$ cat src/rtl/mmio_io_unit.sv
// mmio_io_unit: memory-mapped I/O slave for the RV32I MEM stage.
// Four word registers live in a 16-byte window at IO_BASE: OUT latch,
// synchronized IN, sticky rising-edge flags (W1C) and a free-running timer.
// Read data is registered so it lines up with data memory's registered q.
module mmio_io_unit #(
  parameter int          XLEN     = 32,
  parameter logic [31:0] IO_BASE  = 32'h0000_0200,
  parameter int          IO_WIDTH = 11
) (
  input  logic                clock,
  input  logic                reset,
  input  logic [XLEN-1:0]     address,
  input  logic [XLEN-1:0]     wdata,
  input  logic                wren,
  output logic                io_hit,
  output logic [XLEN-1:0]     rdata,
  output logic                rdata_is_io,
  input  logic [IO_WIDTH-1:0] io_input_bus,
  output logic [IO_WIDTH-1:0] io_output_bus
);

  localparam logic [XLEN-1:0] BASE = XLEN'(IO_BASE);

  logic [IO_WIDTH-1:0] r_out;
  logic [IO_WIDTH-1:0] r_sync1, r_sync2, r_sync3;
  logic [IO_WIDTH-1:0] r_edge;
  logic [31:0]         r_timer;
  logic [XLEN-1:0]     r_rdata;
  logic                r_rdata_is_io;

  logic                w_wr;
  logic [1:0]          w_ofs;
  logic [IO_WIDTH-1:0] w_w1c;
  logic [IO_WIDTH-1:0] w_rise;
  logic [XLEN-1:0]     w_rmux;

  assign io_hit        = (address[XLEN-1:4] == BASE[XLEN-1:4]);
  assign w_ofs         = address[3:2];
  assign w_wr          = wren & io_hit;
  assign w_rise        = r_sync2 & ~r_sync3;
  assign w_w1c         = (w_wr && w_ofs == 2'd2) ? wdata[IO_WIDTH-1:0] : '0;
  assign rdata         = r_rdata;
  assign rdata_is_io   = r_rdata_is_io;
  assign io_output_bus = r_out;

  // Read mux over pre-edge register values; IN reads sync2, not sync1
  always_comb begin
    w_rmux = '0;
    if (io_hit) begin
      case (w_ofs)
        2'd0:    w_rmux = {{(XLEN-IO_WIDTH){1'b0}}, r_out};
        2'd1:    w_rmux = {{(XLEN-IO_WIDTH){1'b0}}, r_sync2};
        2'd2:    w_rmux = {{(XLEN-IO_WIDTH){1'b0}}, r_edge};
        default: w_rmux = XLEN'(r_timer);
      endcase
    end
  end

  // Registered read path, updated every cycle (no read enable)
  always_ff @(posedge clock) begin
    if (reset) begin
      r_rdata       <= '0;
      r_rdata_is_io <= 1'b0;
    end else begin
      r_rdata       <= w_rmux;
      r_rdata_is_io <= io_hit;
    end
  end

  // Output latch; full-word stores only, upper bits dropped
  always_ff @(posedge clock) begin
    if (reset)                      r_out <= '0;
    else if (w_wr && w_ofs == 2'd0) r_out <= wdata[IO_WIDTH-1:0];
  end

  // Three-flop input chain: sync1/sync2 resolve metastability, sync3 is the edge history
  always_ff @(posedge clock) begin
    if (reset) begin
      r_sync1 <= '0;
      r_sync2 <= '0;
      r_sync3 <= '0;
    end else begin
      r_sync1 <= io_input_bus;
      r_sync2 <= r_sync1;
      r_sync3 <= r_sync2;
    end
  end

  // Sticky rising-edge flags; a coincident set beats the write-1-to-clear
  always_ff @(posedge clock) begin
    if (reset) r_edge <= '0;
    else       r_edge <= (r_edge & ~w_w1c) | w_rise;
  end

  // Free-running timer; a store replaces that cycle's increment
  always_ff @(posedge clock) begin
    if (reset)                      r_timer <= '0;
    else if (w_wr && w_ofs == 2'd3) r_timer <= wdata[31:0];
    else                            r_timer <= r_timer + 32'd1;
  end

endmodule

$ cat config.mk
export PLATFORM = sky130hd
export DESIGN_NAME = mmio_io_unit
export DESIGN_NICKNAME = d
export VERILOG_FILES = /design/src/rtl/mmio_io_unit.sv
export SDC_FILE = /design/constraint.sdc
export NUM_CORES = 1
export LEC_CHECK = 0
export BUFFER_PORTS_ARGS = -buffer_cell sky130_fd_sc_hd__buf_2
export CELL_PAD_IN_SITES_DETAIL_PLACEMENT = 0
export CELL_PAD_IN_SITES_GLOBAL_PLACEMENT = 2
export CORE_MARGIN = 1.5
export CORE_UTILIZATION = 32
export DETAILED_ROUTE_END_ITERATION = 16
export PLACE_DENSITY = 0.75
export SKIP_LAST_GASP = 1
export SYNTH_ARGS = -nofsm -noshare
export SYNTH_HDL_FRONTEND = slang
export SYNTH_SLANG_ARGS = --single-unit
$ cat constraint.sdc
create_clock -name clock -period 2.3 [get_ports clock]
set_clock_uncertainty 0.05 [all_clocks]
set_input_delay 0.46 -clock clock [delete_from_list [all_inputs] [get_ports clock]]
set_output_delay 0.46 -clock clock [all_outputs]
set_load 0.02 [all_outputs]
=== Word level (Yosys, flattened, before mapping) ===
Index checks and enable logic that the tools add are counted.

* Register bits: 120
* Bits in latches: 0
* RAM bits: 0
* Bits in read-only memories: 0
* Output and inout port bits: 45
* Memories kept: 0

* $add $sub $neg: 1
* $mul: 0
* Div/mod/pow operators: 0
* Magnitude comparators: 0
* Eq/ne operators: 4
* Shifts and indexed selects: 0
* Multiplexer cells: 3
* Bitwise logic cells: 7
* Reduce and logical (&&, ||, !) cells: 5

{| class="wikitable"
|+ Operator list
! operator !! number
|-
| case mux 32 bit (3 select lines) || 1
|-
| adder 32 x 1 -> 32 bit (second input constant) || 1
|-
| 2-to-1 mux 32 bit || 1
|-
| equality test 28 x 6 -> 1 bit (second input constant) || 1
|-
| bitwise AND 11 bit || 2
|-
| NOT 11 bit || 2
|-
| 2-to-1 mux 11 bit || 1
|-
| bitwise OR 11 bit || 1
|-
| equality test 2 bit (second input constant) || 2
|-
| logical AND 1 bit || 3
|-
| equality test 2 x 1 -> 1 bit (second input constant) || 1
|-
| logical NOT 2 bit || 1
|-
| OR reduction 2 bit || 1
|-
| bitwise AND 1 bit || 1
|-
| NOT 1 bit || 1
|}

=== Longest topological paths before layout ===
Gate-level depths: netlist of the first run.

* Depth after elaboration: 7
* Mapped depth: 7
* Gate-level depth less buffers: 6

=== Least setup slack after synthesis of the first run ===
No wires, ideal clock.

* Path kind: input to register
* Start point: in address[6]
* End point: reg r_timer[2]
* Setup time: 137 ps
* Arrival time: 1811 ps
* Required time: 2113 ps
* Slack: 303 ps
* Cell stages on the path: 7
* Path buffers: 2
* Cells stage by stage: nor4b_1 > nand4_1 > or3_1 > buf_2 > clkbuf_1 > nor2_1 > a211oi_1

* Cells in the longest elaborated chain, start to end: 4

{| class="wikitable"
|+ RTL lines
! what !! RTL line !! RTL
|-
| start, declared || 12 || <nowiki>input logic [XLEN-1:0] address,</nowiki>
|-
| equality test 28 x 6 -> 1 bit || 37 || <nowiki>assign io_hit = (address[XLEN-1:4] == BASE[XLEN-1:4]);</nowiki>
|-
| bitwise AND 1 bit || 39 || <nowiki>assign w_wr = wren & io_hit;</nowiki>
|-
| logical AND 1 bit || 98 || <nowiki>else if (w_wr && w_ofs == 2'd3) r_timer <= wdata[31:0];</nowiki>
|-
| 2-to-1 mux 32 bit || 98 ||
|-
| end signal, assigned || 98 ||
|-
| end signal, assigned || 99 || <nowiki>else r_timer <= r_timer + 32'd1;</nowiki>
|-
| end, declared || 27 || <nowiki>logic [31:0] r_timer;</nowiki>
|}

Every way passes these cells.
A chain may end at the register's enable or synchronous reset.

=== Final worst setup path of the first run ===
* Start point: reg r_timer[2]
* End point: reg r_timer[13]

* Cells in the longest elaborated chain, start to end: 2

{| class="wikitable"
|+ RTL lines
! what !! RTL line
|-
| adder 32 x 1 -> 32 bit || 99
|-
| 2-to-1 mux 32 bit || 98
|}

Every way passes these cells.

==> results of run 1 <==
registers in the layout, indices dropped and copies added (netlist names):
register and cells:
r_timer 32, rdata 32, io_output_bus 11, r_edge 11, r_sync1 11, r_sync2 11
r_sync3 11, rdata_is_io 1
routing by layer:
layer  share of wire [%]  global-route usage [%]  up-vias
met4                 1.0                   7.086        0
met3                 3.8                   3.766       12
met1                  47                   18.65     1696
met5                   0                       0        -
li1                    -                       -     1833
met2                  48                   24.17       80
power groups by stage:
stage | combinational (µW) | clock [µW] | sequential, µW
2_1_floorplan | 101 | 0 | 2170
3_3_place_gp | 192 | 0 | 2180
3_5_place_dp | 196 | 0 | 2180
4_1_cts | 196 | 2850 | 2140
5_1_grt | 213 | 2930 | 2140
6_report | 192 | 2780 | 2140
logic make-up (layout without fill, tap and decap cells):
group           count (synthesis)  in the layout  share of synthesized area, %
buf+inv                        38            175                         4.047
flops                         120            120                         50.13
compound gates                 53             53                         8.616
mux                            23             23                         7.833
xor+xnor                       30             30                         5.483
fa+ha+maj                       1              1                        0.2611
simple gates                  194            194                         23.63
final cells by class:
class	count	area [µm²]	area share, %
Tap cell	184	230.2	3.691
Clock buffer	23	478.0	7.663
Clock inverter	8	143.9	2.307
Multi-Input combinational cell	301	2211	35.45
Sequential cell	120	2402	38.52
Timing Repair Buffer	135	738.2	11.84
Inverter	9	33.78	0.5416
worst max-delay path, stage by stage (launching register included):
cell      delay, ns
dfxtp_1        0.48
nand3_2        0.17
or3_1          0.52
buf_4          0.24
nor3_1         0.24
xnor2_1        0.11
a211oi_1       0.22
through the flow:
step	worst slack, ns	utilization (%)
after global placement	-0.02331	38.49
after global routing	0.03489	42.75
after CTS	0.1395	42.75
after floorplan	0.3026	-
final	0.1639	42.75
after detailed placement	-0.01740	38.49
cell usage in the layout, fill, tap and decap left out, types with 9 or more instances in the layout:
cell	instances
clkbuf_16	17
and2_1	15
mux4_2	9
mux2i_1	12
nor2_1	50
nor3_1	12
nand3_1	10
nand2_1	10
nand2b_1	12
inv_1	9
buf_2	120
a21oi_1	11
dfxtp_1	120
a21bo_2	11
nor2b_1	44
a211oi_1	28
nor4_1	10
xnor2_1	27
buf_4	13
worst max path at each step:
stage               slack, ns             startpoint                     end  depth (start not counted)
global route             0.03  r_timer[2]$_SDFF_PP0_  r_timer[31]$_SDFF_PP0_                          5
detailed placement      -0.02            address[19]   r_timer[1]$_SDFF_PP0_                          7
finish                   0.16  r_timer[2]$_SDFF_PP0_  r_timer[13]$_SDFF_PP0_                          6
floorplan                0.30             address[6]   r_timer[2]$_SDFF_PP0_                          7
global placement        -0.02            address[19]  r_timer[27]$_SDFF_PP0_                          7
CTS                      0.14  r_timer[2]$_SDFF_PP0_  r_timer[13]$_SDFF_PP0_                          6
==> impl_metrics.py, run 1 <==
metrics = {
    "run_status": {
        "status": "complete, no violations",
    },
    "logic_synthesis": {
        "ys_top_cells_by_area": "dfxtp_1 50%, nor2b_1 5.7%, xnor2_1 4.9%",
        "synth.distinct_cells": 38,
        "synth-async-reset-ratio_pct": 0,
        "synth_nets": 538,
        "synth_top_cell_area_share_pct": 50.13,
        "syn_inst": 459,
        "synth-edff-count": 0,
        "ys.flop_type": "dfxtp_1",
        "synth.largest_area_cell": "dfxtp_1",
        "ys_seq_area_share_pct": 50.13,
        "syn-mean-instance-area_um2": 10.44,
        "synth.most_common_cell": "dfxtp_1",
        "synth_area_mm2": 0.004792,
        "ys_ff_latch": 120,
        "yosys_warnings": 0,
        "synth_common_cells": "120 x dfxtp_1, 50 x nor2_1, 44 x nor2b_1",
    },
    "placed_design": {
        "portBuffers": 120,
        "placed_cell_area_mm2": 0.005615,
        "place_congestion": 0.8064,
        "dp_hpwl_mm": 7.721,
        "dp.cells": 749,
    },
    "cells_and_area": {
        "layout-drive-gt1-share_pct": 34.06,
        "antenna_cells": 0,
        "fin_area_mm2": 0.006237,
        "area_growth_pct": 30.16,
        "fillers": 1436,
        "nets": 663,
        "fin_cells": 780,
    },
    "sta": {
        "fin_tns_setup_ns": 0,
        "finalMaxSlewViolations": 0,
        "rsz0062_at_grt": "no",
        "relSlewSlack_pct": 36.77,
        "max_freq_ghz": 0.4681,
        "whs_ns": 0.2036,
        "setup_viol": 0,
        "finalWorstPathRequiredPeriod_ns": 2.136,
        "hold_violations": 0,
        "worst_slew_pin_slew_ns": 0.9484,
        "period_share_pct": 92.87,
    },
    "global_routing": {
        "grt_usage_pct": 14.93,
        "grt_overflow": 0,
        "antenna_found_initial": 0,
        "grt_pass1_wl_mm": 18.57,
        "grt_max_degree": 88,
        "first_global_vias": 3688,
    },
    "clock_network": {
        "root_buffer": "clkbuf_16",
        "cts.sinks": 120,
        "cts_tree": "built",
        "clkTransAtPathRegs_ns": 0.05,
        "htree_levels": 4,
        "post_cts_buffers": 0,
        "clk-insertion-delay-late_ns": 0.41,
        "hold_buffers": 0,
        "cts_made_buffers": 17,
        "cts_max_path_buffers": 2,
        "cts_resized": 0,
    },
    "pwr": {
        "power_switching_uw": 995.7,
        "power.leakage_uw": 0.002486,
        "p_comb_share_pct": 3.8,
        "ir_drop_mv": 0.5085,
        "totalPowerFinal_uw": 5109,
        "sw_frac_of_total_pct": 19.49,
        "cellInternalPower_uw": 4113,
        "power.density_mw_per_mm2": 819.1,
        "p_seq_share_pct": 41.8,
        "clkPwrFrac_pct": 54.4,
    },
    "run": {
        "maxCapViolations": 0,
    },
    "setup_path": {
        "critical_path_class": "reg -> reg",
        "r2r-end": "r_timer[13]$_SDFF_PP0_",
        "cp_max_fo": 7,
        "crit_arrival_ns": 2.40,
        "r2r_slack_ns": 0.16,
        "cp-end-kind": "register",
        "critPathLaunchType": "register",
        "cp.required_ns": 2.57,
        "r2r_cells": 6,
        "r2r-start": "r_timer[2]$_SDFF_PP0_",
    },
    "floorplanning": {
        "dieArea_mm2": 0.01572,
        "dieWidth_um": 125.4,
        "rows": 44,
        "core_region_area_mm2": 0.01459,
        "start_util_pct": 32.85,
        "ios": 123,
        "fp.dieH_um": 125.4,
    },
    "detailed_routing": {
        "drtAntennaViolNets": 0,
        "via_per_inst": 4.642,
        "dr.pass1.iters": 4,
        "vias": 3621,
        "wl_per_cell_um": 14.33,
        "wl_mm": 11.18,
        "drt_iter0_drc": 163,
        "drc_errors": 0,
    },
    "min_path": {
        "min_to": "r_sync1[5]$_SDFF_PP0_",
        "holdPathStages": 2,
        "hp-start": "io_input_bus[5]",
        "hold_path.class": "in -> reg",
    },
}
No activity file was read; power rests on OpenSTA's default activity.
==> inputs of run 2 (changes only) <==
CORE_UTILIZATION = 35   (was 32)
PLACE_DENSITY = 0.81   (was 0.75)
clock period = 2.5 ns   (was 2.3 ns; I/O delays follow)
==> impl_metrics.py, run 2 (synthesized netlist as in run 1, its figures left out) <==
metrics = {
    "run_status": {
        "status": "complete, no violations",
    },
    "run": {
        "maxCapViolations": 0,
    },
    "cells_and_area": {
        "fin_cells": 768,
        "seq_area_mm2": 0.002402,
        "antenna_cells": 0,
        "postLayoutCoreUtil_pct": 46.25,
        "fillers": 1233,
        "layout-drive-gt1-share_pct": 33.95,
        "area_growth_pct": 28.33,
        "multiInputGateArea_mm2": 0.002206,
        "nets": 658,
        "final_cell_mix": "120 x buf_2, 120 x dfxtp_1, 50 x nor2_1",
    },
    "detailed_routing": {
        "wl_mm": 10.76,
        "drt_iter0_drc": 173,
        "dr_wl_met3_um": 528,
        "wl_per_cell_um": 14.01,
        "vias": 3584,
        "drc_errors": 0,
        "drtAntennaViolNets": 0,
        "top_layer_used": "met4",
        "via_per_inst": 4.667,
        "dr.pass1.iters": 4,
        "wl_met2_mm": 5.328,
        "drt-met1-wl_mm": 4.744,
    },
    "clock_network": {
        "cts.sinks": 120,
        "htree_levels": 4,
        "cts_tree": "built",
        "root_buffer": "clkbuf_16",
        "hold_buffers": 0,
        "cts_made_buffers": 17,
        "clk-insertion-delay-late_ns": 0.41,
        "cts_max_path_buffers": 2,
        "clkTransAtPathRegs_ns": 0.05,
        "post_cts_buffers": 0,
        "cts_resized": 0,
    },
    "global_routing": {
        "grt_pass1_wl_mm": 17.33,
        "antenna_found_initial": 0,
        "grt_overflow": 0,
        "grt_usage_pct": 15.73,
        "first_global_vias": 3480,
        "grt_max_degree": 88,
    },
    "sta": {
        "hold_violations": 0,
        "period_share_pct": 85.78,
        "worst_slew_pin_slew_ns": 0.9337,
        "setup_viol": 0,
        "finalWorstPathRequiredPeriod_ns": 2.145,
        "fin_tns_setup_ns": 0,
        "relSlewSlack_pct": 37.75,
        "max_freq_ghz": 0.4663,
        "finalMaxSlewViolations": 0,
        "rsz0062_at_grt": "no",
    },
    "floorplanning": {
        "ios": 123,
        "fp.dieH_um": 120.0,
        "dieWidth_um": 120.0,
        "rows": 42,
        "dieArea_mm2": 0.01440,
        "start_util_pct": 36.04,
        "core_region_area_mm2": 0.01330,
    },
    "setup_path": {
        "cp-end-kind": "register",
        "crit_arrival_ns": 2.41,
        "cp.required_ns": 2.77,
        "r2r-start": "r_timer[0]$_SDFF_PP0_",
        "critPathLaunchType": "register",
        "critPathLaunch": "r_timer[0]$_SDFF_PP0_",
        "cp_max_fo": 12,
        "critical_path_class": "reg -> reg",
    },
    "pwr": {
        "ir_drop_mv": 0.4348,
        "power.leakage_uw": 0.002431,
        "power.density_mw_per_mm2": 729.1,
    },
    "min_path": {
        "hold_path.class": "in -> reg",
        "hp-start": "io_input_bus[1]",
    },
    "placed_design": {
        "portBuffers": 120,
        "dp_hpwl_mm": 7.224,
        "dp.cells": 736,
        "place_congestion": 0.7232,
    },
}
==> run 2: cell count changes in the layout (fill, tap and decap cells not counted), sizes merged <==
cell      delta
bufinv       -3
clkinvlp     +4
inv          +1
buf          -5
clkbuf       -1
==> run 2: final timing paths <==
check / endpoint / slack (ns) / cells past startpoint
min: r_sync1[1]$_SDFF_PP0_ / 0.25 / 2
min reg2reg: r_sync2[7]$_SDFF_PP0_ / 0.38 / 1
max: r_timer[26]$_SDFF_PP0_ / 0.36 / 6
max reg2reg: r_timer[26]$_SDFF_PP0_ / 0.36 / 6
==> run 2: worst max-delay path, stage by stage, from the launching register on <==
cell and delay (ns):
dfxtp_1 0.41, ha_1 0.27, nand2_1 0.08, or3_4 0.50, nor4_1 0.38, xnor2_1 0.12, a211oi_1 0.22
==> run 2: through the flow <==
stage / power [µW] / worst slack [ns] / area [µm²] / hold slack [ns]
floorplan: 2093 / 0.4626 / 4792 / 0.3638
global placement: 2177 / 0.1474 / 5563 / 0.3673
detailed placement: 2183 / 0.1441 / 5563 / 0.3741
CTS: 4539 / 0.3205 / 6150 / 0.2262
global route: 4644 / 0.1863 / 6150 / 0.2376
finish: 4484 / 0.3554 / 6150 / 0.2450
==> run 2: final cells by class <==
type	count	area share [%]
Multi-Input combinational cell	301	35.87
Sequential cell	120	39.06
Clock buffer	22	8.037
Clock inverter	10	1.506
Tap cell	176	3.581
Timing Repair Buffer	130	11.39
Inverter	9	0.5493
==> run 2: layer usage <==
| metal | GRT usage (%) | vias up |
|---|---|---|
| li1 | - | 1820 |
| met1 | 18.02 | 1669 |
| met2 | 27.21 | 81 |
| met3 | 4.753 | 14 |
| met4 | 6.473 | 0 |
| met5 | 0 | - |
==> run 2: report_power, final <==
part	switching [µW]	leakage (µW)	internal, µW
logic	77.4	0.00118	95.7
registers	16.5	0.000974	1950
clock network	850	0.000281	1500
total	944	0.00243	3540
